--- src/rtl/mem16_word_sequencer.sv ---
// ----------------------------------------------------------------------------
// mem16_word_sequencer: serialises word read/write requests into bit accesses
// on a 16x1 memory and reassembles the word. Rev 1.0
// ----------------------------------------------------------------------------
`default_nettype none

module mem16_word_sequencer #(
  parameter int WORD_WIDTH      = 4,
  parameter int WORD_ADDR_WIDTH = 2
) (
  input  logic                       clk,
  input  logic                       rst_n,
  input  logic                       req_valid,
  output logic                       req_ready,
  input  logic                       req_write,
  input  logic [WORD_ADDR_WIDTH-1:0] req_addr,
  input  logic [WORD_WIDTH-1:0]      req_wdata,
  output logic                       rsp_valid,
  output logic [WORD_WIDTH-1:0]      rsp_rdata,
  output logic [3:0]                 mem_address,
  output logic                       mem_write_enable,
  output logic                       mem_set,
  input  logic                       mem_result
);

  localparam int CNT_W = (WORD_WIDTH > 1) ? $clog2(WORD_WIDTH) : 1;

  typedef enum logic [1:0] {
    S_IDLE  = 2'd0,
    S_ISSUE = 2'd1,
    S_DRAIN = 2'd2
  } state_t;

  state_t                r_state;
  logic [CNT_W-1:0]      r_cnt;
  logic                  r_write;
  logic [WORD_WIDTH-1:0] r_wdata;
  logic [WORD_WIDTH-1:0] r_shift;

  logic       w_last;
  logic       w_capture;
  logic [3:0] w_base;

  assign req_ready = (r_state == S_IDLE);
  assign w_last    = (r_cnt == CNT_W'(WORD_WIDTH - 1));
  assign w_base    = 4'(int'(req_addr) * WORD_WIDTH);
  // Memory result trails the address by one edge, so capture starts on the
  // second ISSUE edge and finishes on the DRAIN edge.
  assign w_capture = ((r_state == S_ISSUE) && (r_cnt != '0)) || (r_state == S_DRAIN);

  always_ff @(posedge clk) begin
    if (!rst_n) begin
      r_state          <= S_IDLE;
      r_cnt            <= '0;
      r_write          <= 1'b0;
      r_wdata          <= '0;
      r_shift          <= '0;
      mem_address      <= '0;
      mem_write_enable <= 1'b0;
      mem_set          <= 1'b0;
      rsp_valid        <= 1'b0;
      rsp_rdata        <= '0;
    end else begin
      rsp_valid <= 1'b0;
      if (w_capture) begin
        r_shift <= {mem_result, r_shift[WORD_WIDTH-1:1]};
      end
      case (r_state)
        S_IDLE: begin
          if (req_valid) begin
            r_state          <= S_ISSUE;
            r_cnt            <= '0;
            r_write          <= req_write;
            r_wdata          <= req_wdata >> 1;
            mem_address      <= w_base;
            mem_write_enable <= req_write;
            mem_set          <= req_write & req_wdata[0];
          end
        end
        S_ISSUE: begin
          if (w_last) begin
            r_state          <= S_DRAIN;
            mem_write_enable <= 1'b0;
            mem_set          <= 1'b0;
          end else begin
            r_cnt       <= r_cnt + CNT_W'(1);
            mem_address <= mem_address + 4'd1;
            mem_set     <= r_write & r_wdata[0];
            r_wdata     <= r_wdata >> 1;
          end
        end
        S_DRAIN: begin
          r_state   <= S_IDLE;
          rsp_valid <= 1'b1;
          rsp_rdata <= {mem_result, r_shift[WORD_WIDTH-1:1]};
        end
        default: begin
          r_state <= S_IDLE;
        end
      endcase
    end
  end

endmodule

`default_nettype wire

--- config.mk ---
export PLATFORM = sky130hd
export DESIGN_NAME = mem16_word_sequencer
export DESIGN_NICKNAME = d
export VERILOG_FILES = /design/src/rtl/mem16_word_sequencer.sv
export SDC_FILE = /design/constraint.sdc
export NUM_CORES = 1
export LEC_CHECK = 0
export ABC_AREA = 1
export CAP_MARGIN = 20
export CORE_MARGIN = 8
export CORE_UTILIZATION = 48
export DETAILED_ROUTE_END_ITERATION = 8
export GPL_ROUTABILITY_DRIVEN = 0
export PLACE_DENSITY = 0.87
export SLEW_MARGIN = 25
export SYNTH_ARGS = -nofsm -noshare
export SYNTH_HDL_FRONTEND = slang
export SYNTH_SLANG_ARGS = --single-unit
--- constraint.sdc ---
create_clock -name clk -period 1.4 [get_ports clk]
set_input_delay 0.21 -clock clk [delete_from_list [all_inputs] [get_ports clk]]
set_output_delay 0.21 -clock clk [all_outputs]
set_load 0.02 [all_outputs]
==> results of run 1 <==
==> flip-flops by register name, summed over array words and instances, names as in the netlist <==
signal,count
mem_write_enable,1
rsp_valid,1
mem_set,1
mem_address,4
r_write,1
rsp_rdata,4
r_cnt,2
r_state,2
r_wdata,3
r_shift,3
==> power by group <==
part / total [mW] / internal (mW) / switching [mW]
Clock: 0.482 / 0.290 / 0.192
Combinational: 0.220 / 0.0965 / 0.123
Sequential: 0.683 / 0.659 / 0.0238
Total: 1.38 / 1.05 / 0.339
==> routing by layer <==
| layer | up-vias | routed length, µm | global-route usage | share of wire |
|---|---|---|---|---|
| li1 | 509 | - | - | - |
| met1 | 458 | 1010 | 0.146 | 0.39 |
| met2 | 27 | 1370 | 0.278 | 0.53 |
| met3 | 7 | 150 | 0.0292 | 0.058 |
| met4 | 0 | 51 | 0.0498 | 0.020 |
| met5 | - | 0 | 0 | 0 |
==> cells by family (layout without fill, tap and decap cells) <==
kind of cell,Yosys count,in the layout,share of synthesized area
and+or+nand+nor,75,75,0.321
DFF,22,22,0.448
buffers and inverters,21,53,0.0840
AOI/OAI and AO/OA,19,19,0.0967
adders and majority gates,4,4,0.0509
==> through the flow <==
step           setup slack (ns)   util  power [mW]  setup TNS (ns)
5_1_grt                 -0.0534  0.688        1.46         -0.0553
6_report                 0.0649  0.688        1.38               0
2_1_floorplan             0.111      -       0.811               0
3_5_place_dp             0.0351  0.660       0.919               0
4_1_cts                  0.0282  0.680        1.39               0
3_3_place_gp             0.0627  0.660       0.908               0
==> cells in the mapped netlist (2+ instances only) <==
| cell type | n | area [µm²] |
|---|---|---|
| dfxtp_1 | 22 | 440 |
| nand2_1 | 37 | 139 |
| a21oi_1 | 10 | 50.1 |
| inv_1 | 17 | 63.8 |
| nor2_1 | 17 | 63.8 |
| ha_1 | 4 | 50.1 |
| o21ai_0 | 9 | 45.0 |
| clkbuf_1 | 2 | 7.51 |
| nand3_1 | 16 | 80.1 |
| nor2_2 | 2 | 12.5 |
==> worst paths after layout <==
check	end	slack, ns	cells past startpoint
worst min register to register	rsp_rdata[0]	0.47	2
worst max register to register	r_wdata[1]	0.06	6
worst max-delay path	r_wdata[1]	0.06	6
worst min-delay path	rsp_rdata[0]	0.47	2
==> final cells by class <==
type / instances / area (µm²)
multi-input combinational: 98 / 469
timing repair buffer: 31 / 269
clock inverter: 1 / 30.0
clock buffer: 3 / 22.5
fill: 178 / 607
tap: 27 / 33.8
inverter: 18 / 67.6
sequential: 22 / 443
==> worst max-delay path, stage by stage (launching register included) <==
cell	delay, ns
dfxtp_2	0.36
ha_1	0.24
a21oi_2	0.19
nand2_2	0.11
buf_4	0.17
nand3_1	0.08
nand2_1	0.07
==> repair_timing <==
item / in CTS / in global routing
endpoints found under the setup margin: 12 / 7
resized for setup: 12 / 7
setup buffers: 0 / 1
pin swaps: 0 / 1
cloned: 0 / 0
==> metrics.txt, run 1 <==
final period utilization=0.954; initial antenna violation count=0; Setup crit end kind=flop; # hold bufs at CTS=0; number of top-level pins=23; gr ovfl total=0; vias in the first global route=977; most frequent cells in the layout=36 x nand2_1, 20 x dfxtp_1, 17 x inv_1; pin count of the biggest net entering global routing=23; most common cell after layout, fill and taps aside=nand2_1; H-tree lvl count=1; area delta synth->final=35.8%; Post-synth EDFFs=0; Synth cell types=15; Die Width=61.3 µm; CP max FO=7; Final #Nets=189; Iteration-0 DRC Markers=28; kind of critical path=reg -> reg; hold path start=r_shift[1]; initial core utilization=0.506; Async SR Flop Fraction=0; placed inst area=1280 µm²; YS warnings=0; total iterations of the first detailed-routing run=4; cell total after placement=195; Final Hold Vio Count=0; Mean Syn Cell Area=6.97 µm²; Max Fclk=749 MHz; VDD IR-drop max=0.625 mV; GRT Util Overall=0.143; Static Leak=0.687 nW; Clock transition at path regs=0.12 ns; clock tree buffer depth=2; register area share after synthesis=0.448; Die ar.=3750 µm²; CTS tree=built; Arrival @ worst endpoint=1.54 ns; DRC=0; WP data required=1.61 ns; die height=61.3 µm; Mapped Cells=141; CP startpoint=r_cnt[0]; Vias=1001; ANT nets after route=0; Slew Viols, Final=0; core area=1940 µm²; Worst-Skew Late Latency=0.31 ns; Root Driver=clkbuf_4; final std cells w/o fill=200; FP Rows=16; run status=finished, final reports clean; first-pass GRT wire length=4.11 mm; startpoint types=flop; Slew headroom=0.824; reg2reg start=r_cnt[0]; Syn Nets=156; via/cell ratio=5.01; Finished Cell Area=1340 µm²; Worst-Margin Slew=0.262 ns; number of diodes=0; Sink Count=22; share of layout cells above drive strength 1=0.133; drt total wl=2.58 mm; prevailing post-synth register cell=dfxtp_1; Routed WL per cell=12.9 µm; Setup Viol. Count Final=0; Yosys reg bits=22; Min Clock Period, post-route=1.34 ns; Worst Hold Class=reg -> reg; max-cap viol count=0; number of buffers added on ports=22; Pwr Density=1040 nW/µm²; skew final=0.00656 ns; dpl hpwl=1.89 mm; synthesized area=983 µm²; WHS=0.467 ns; Inserted Clock Buffers=3
Note: power is estimated with default switching activity, not from simulation.
==> inputs of run 2 (changes only) <==
- CTS_CLUSTER_DIAMETER: not set -> 50
==> results of run 2 <==
Final layout, timing and power as in run 1 (identical DEF).
==> inputs of run 3 (changes only) <==
- TNS_END_PERCENT: not set -> 10
==> results of run 3 <==
Final layout, timing and power as in run 1 (identical DEF).
==> patch 1: new RTL, flow settings as in run 2 <==
The parameter `WORD_WIDTH` goes from 4 to 2.
--- a/src/rtl/mem16_word_sequencer.sv
+++ b/src/rtl/mem16_word_sequencer.sv
@@ -5,7 +5,7 @@
 `default_nettype none
 
 module mem16_word_sequencer #(
-  parameter int WORD_WIDTH      = 4,
+  parameter int WORD_WIDTH      = 2,
   parameter int WORD_ADDR_WIDTH = 2
 ) (
   input  logic                       clk,
Interface: changed (resized req_wdata and rsp_rdata); port bits go from 23 to 19. The function was not compared with the original's and may differ.
==> patch 1 against run 2 <==
- wire length down 45%
- worst hold slack better by 0.0060 ns
- setup slack better by 0.023 ns
- power down 33%
- die area down 25%
- synthesized area down 33%
- sequential cell count down 7
- final area down 33%
- largest power group unchanged
- clock skew down 0.0017 ns
==> patch 1: results (changes against run 2) <==
| Metric | Reported | Change |
|:---|:---|:---|
| DRT iter0 DRCs | 12 | -57% |
| Critical-path maximum fanout | 3 | -4 |
| Worst relative slew slack | 0.836 | +0.0120 |
| Count of cells along the worst register-to-register path | 5 | -1 |
| Cell at the slowest stage of the critical path | sky130_fd_sc_hd__dfxtp_1 |  |
| Clk pwr share | 0.261 | -0.087 |
| Seq/Total Area, Yosys | 0.457 | +0.00931 |
| Worst reg2reg endpoint | mem_address[2]$_SDFFE_PN0P_ |  |
| Filler cell count | 123 | -31% |
| Number of nets in the synthesized netlist | 101 | -35% |
| Commonest cells in the netlist | sky130_fd_sc_hd__nand2_1 (22), sky130_fd_sc_hd__dfxtp_1 (15), sky130_fd_sc_hd__nor2_1 (13) |  |
| Reg-to-Reg Start | r_state[0]$_SDFFE_PN0P_ |  |
| Biggest regs | mem_address: 4 flops, r_state: 2 flops, rsp_rdata: 2 flops |  |
| Outcome | finished, final reports clean |  |
| Via count of the first global-routing pass | 602 | -38% |
| Ratio of routed vias to standard cells | 4.89 | -2.3% |
| Number of distinct library cells after synthesis | 16 | +1 |
| Fraction of layout cells with a size suffix above 1 | 0.148 | +0.0149 |
| Overall Global Routing Usage | 0.119 | -0.0240 |
| Highest ir drop seen on vdd | 0.000639 V | +2.2% |
| Min-delay src | r_wdata[0]$_SDFFE_PN0P_ |  |
| Pre-antenna DRT Iters | 3 | -1 |
| Insertion delay to the later sink of the worst-skew pair | 0.29 ns | -0.02 ns |
| HPWL after detailed placement | 1160 microns | -39% |
| Static Leak | 0.000451 uW | -34% |
| Worst Path Arrival | 1.10 ns | -0.44 ns |
| Largest net degree at the start of global routing | 10 | -57% |
| Worst hold margin | 0.473 ns | +0.00597 ns |
| Post-Place Setup Slack | 0.116 ns | +0.0811 ns |
| Cell area after placement | 873 sq um | -32% |
| DR WL/cell | 11.0 microns | -15% |
| R2R setup slack | 0.26 ns | +0.20 ns |
| Clock slew seen by the registers of the worst setup and hold paths | 0.09 ns | -0.03 ns |
| First-pass GRT wire length | 2500 microns | -39% |
| Maximum clock skew at final layout | 0.00488 ns | -0.00167 ns |
| Net switching power | 277 uW | -18% |
## patch 1: changes by cell type after synthesis, sizes merged, moves of 2 or more
cell,change
nand3,-8
a21oi,-5
o21ai,-3
ha,-3
dfxtp,-7
nor2,-4
clkbuf,-2
inv,-7
nand2,-12
## patch 1: layout make-up
type / count / area share
well taps: 15 / 0.0211
clock inverters: 1 / 0.00563
multi-input cells: 64 / 0.349
flip-flops and latches: 15 / 0.338
repair buffers: 21 / 0.214
inverters: 11 / 0.0465
clock buffers: 3 / 0.0254
## patch 1: worst max-delay path by stage
stage	start	end	slack, ns	depth (start not counted)
after floorplan	mem_address[0]$_SDFFE_PN0P_	mem_address[1]$_SDFFE_PN0P_	0.33	5
after global placement	rst_n	mem_address[2]$_SDFFE_PN0P_	0.12	5
after detailed placement	req_valid	mem_address[2]$_SDFFE_PN0P_	0.12	6
after CTS	r_state[0]$_SDFFE_PN0P_	req_ready	0.07	2
after global routing	r_state[1]$_SDFFE_PN0P_	req_ready	0.02	2
final	r_state[1]$_SDFFE_PN0P_	req_ready	0.09	2
## patch 1: logic make-up after synthesis
kind of cell             Yosys count  synth area share
adder cells (fa/ha/maj)            1            0.0190
flip-flops                        15             0.457
buffers and inverters             12            0.0705
AND/OR/NAND/NOR                   50             0.343
AO/OA/AOI/OAI                     13             0.110
## patch 1: metrics by stage
stage | cells | power (uW)
final | 130 | 927
after CTS | 130 | 938
after detailed placement | 126 | 712
after global routing | 130 | 995
after global placement | 126 | 707
after floorplan | 91 | 615
## patch 1: layer usage
layer | global-route usage | vias to the layer above | wire (microns) | share of wire
li1 | - | 334 | - | -
met1 | 0.134 | 278 | 645 | 0.45
met2 | 0.180 | 19 | 619 | 0.43
met3 | 0.0504 | 5 | 126 | 0.088
met4 | 0.0776 | 0 | 41 | 0.029
met5 | 0 | - | 0 | 0
==> patch 2: new RTL, config.mk and constraints of run 2 <==
Made on the original files. Encoding of `state_t`: now one-hot (3 bits for 3 states).
--- a/src/rtl/mem16_word_sequencer.sv
+++ b/src/rtl/mem16_word_sequencer.sv
@@ -25,10 +25,10 @@
 
   localparam int CNT_W = (WORD_WIDTH > 1) ? $clog2(WORD_WIDTH) : 1;
 
-  typedef enum logic [1:0] {
-    S_IDLE  = 2'd0,
-    S_ISSUE = 2'd1,
-    S_DRAIN = 2'd2
+  typedef enum logic [2:0] {
+    S_IDLE  = 3'b001,
+    S_ISSUE = 3'b010,
+    S_DRAIN = 3'b100
   } state_t;
 
   state_t                r_state;
Check against the original RTL: same outputs for any inputs over 10 cycles, from zero or initial values and one cycle with rst_n low; not proved beyond that.
==> patch 2 against run 2 <==
- wire length down 11%
- final area is 0.66% lower
- core utilization shrank 1.1 points
- sequential cell count rose by 1
- synthesized area increased by 2.2%
- sequential share of layout area increased by 1.7 points
- setup slack better by 0.024 ns
- power fell by 12%
- critical endpoint is now mem_address[2]
- largest cell class unchanged
==> patch 2: results (changes against run 2) <==
| Metric | Reported | Change |
|:---|:---|:---|
| Critical-path maximum fanout | 5 | -2 |
| DRT iter0 DRCs | 43 | +54% |
| Cell at the slowest stage of the critical path | sky130_fd_sc_hd__dfxtp_1 |  |
| Amount of wire on met2 after detailed routing | 1190 microns | -14% |
| Routed length on met3 | 111 microns | -26% |
| Number of distinct library cells after synthesis | 17 | +2 |
| Final WL | 2300 microns | -11% |
| Layout net count | 188 | -0.53% |
| Worst hold margin | 0.472 ns | +0.00512 ns |
| Via count of the first global-routing pass | 897 | -8.2% |
| Static Leak | 0.000648 uW | -5.8% |
| Maximum clock skew at final layout | 0.00100 ns | -0.00555 ns |
| Outcome | finished, final reports clean |  |
| Wl on met1 | 962 microns | -4.5% |
| Commonest cells in the netlist | sky130_fd_sc_hd__nor2_1 (36), sky130_fd_sc_hd__nand2_1 (27), sky130_fd_sc_hd__dfxtp_1 (23) |  |
| Largest net degree at the start of global routing | 14 | -39% |
| Top cells by area in the synthesized netlist | sky130_fd_sc_hd__dfxtp_1 (46%), sky130_fd_sc_hd__nor2_1 (13%), sky130_fd_sc_hd__nand2_1 (10%) |  |
| First-pass GRT wire length | 3740 microns | -8.9% |
| Overall Global Routing Usage | 0.130 | -0.0129 |
| Count of cells along the worst register-to-register path | 8 | +2 |
| Pre-antenna DRT Iters | 5 | +1 |
| Global-route track usage on met3 | 0.0288 | -0.000421 |
| Worst reg2reg endpoint | r_cnt[0]$_SDFFE_PN0P_ |  |
| Slowest Stage Delay on Critical Path | 0.43 ns | +0.07 ns |
| Filler cell count | 181 | +1.7% |
| Min-delay src | r_wdata[2]$_SDFFE_PN0P_ |  |
==> patch 2: cell type report <==
class                   count  area, sq um  area share
repair buffers             28          246       0.186
well taps                  27         33.8      0.0255
clock buffers               3         22.5      0.0170
clock inverters             1         5.00     0.00377
flip-flops and latches     23          463       0.349
inverters                  18         67.6      0.0509
multi-input cells         100          488       0.368
==> patch 2: logic make-up after synthesis <==
logic type               synth area share
XOR/XNOR                          0.00872
adder cells (fa/ha/maj)            0.0374
flip-flops                          0.458
AO/OA/AOI/OAI                      0.0984
AND/OR/NAND/NOR                     0.326
buffers and inverters              0.0710
==> patch 2: timing repair <==
| action | in CTS | in global routing |
|---|---|---|
| endpoints found under the setup margin | 12 | 11 |
| gates resized for setup | 14 | 6 |
| pin swaps | 0 | 1 |
==> patch 2: how the worst max path moves through the flow <==
stage / end / depth (start not counted) / from
final: mem_address[2] / 1 / mem_address[2]$_SDFFE_PN0P_
after global routing: r_wdata[1]$_SDFFE_PN0P_ / 8 / r_state[1]$_SDFFE_PN0P_
after CTS: req_ready / 4 / r_state[2]$_SDFFE_PN0P_
after detailed placement: r_cnt[0]$_SDFFE_PN0P_ / 6 / req_valid
after global placement: r_cnt[0]$_SDFFE_PN0P_ / 6 / req_valid
after floorplan: mem_address[2]$_SDFFE_PN0P_ / 5 / mem_address[0]$_SDFFE_PN0P_
==> patch 2: report_power, final <==
part,switching (uW),internal (uW)
logic,119,89.7
registers,19.6,684
clock network,195,107
==> patch 2: stage by stage <==
stage	std cells	instance area (sq um)	setup TNS (ns)	setup WS, ns
after floorplan	142	1000	0	0.287
after global placement	196	1300	0	0.0364
after detailed placement	196	1300	0	0.00577
after CTS	200	1320	0	0.00719
after global routing	200	1330	-0.0127	-0.0105
final	200	1330	0	0.0891
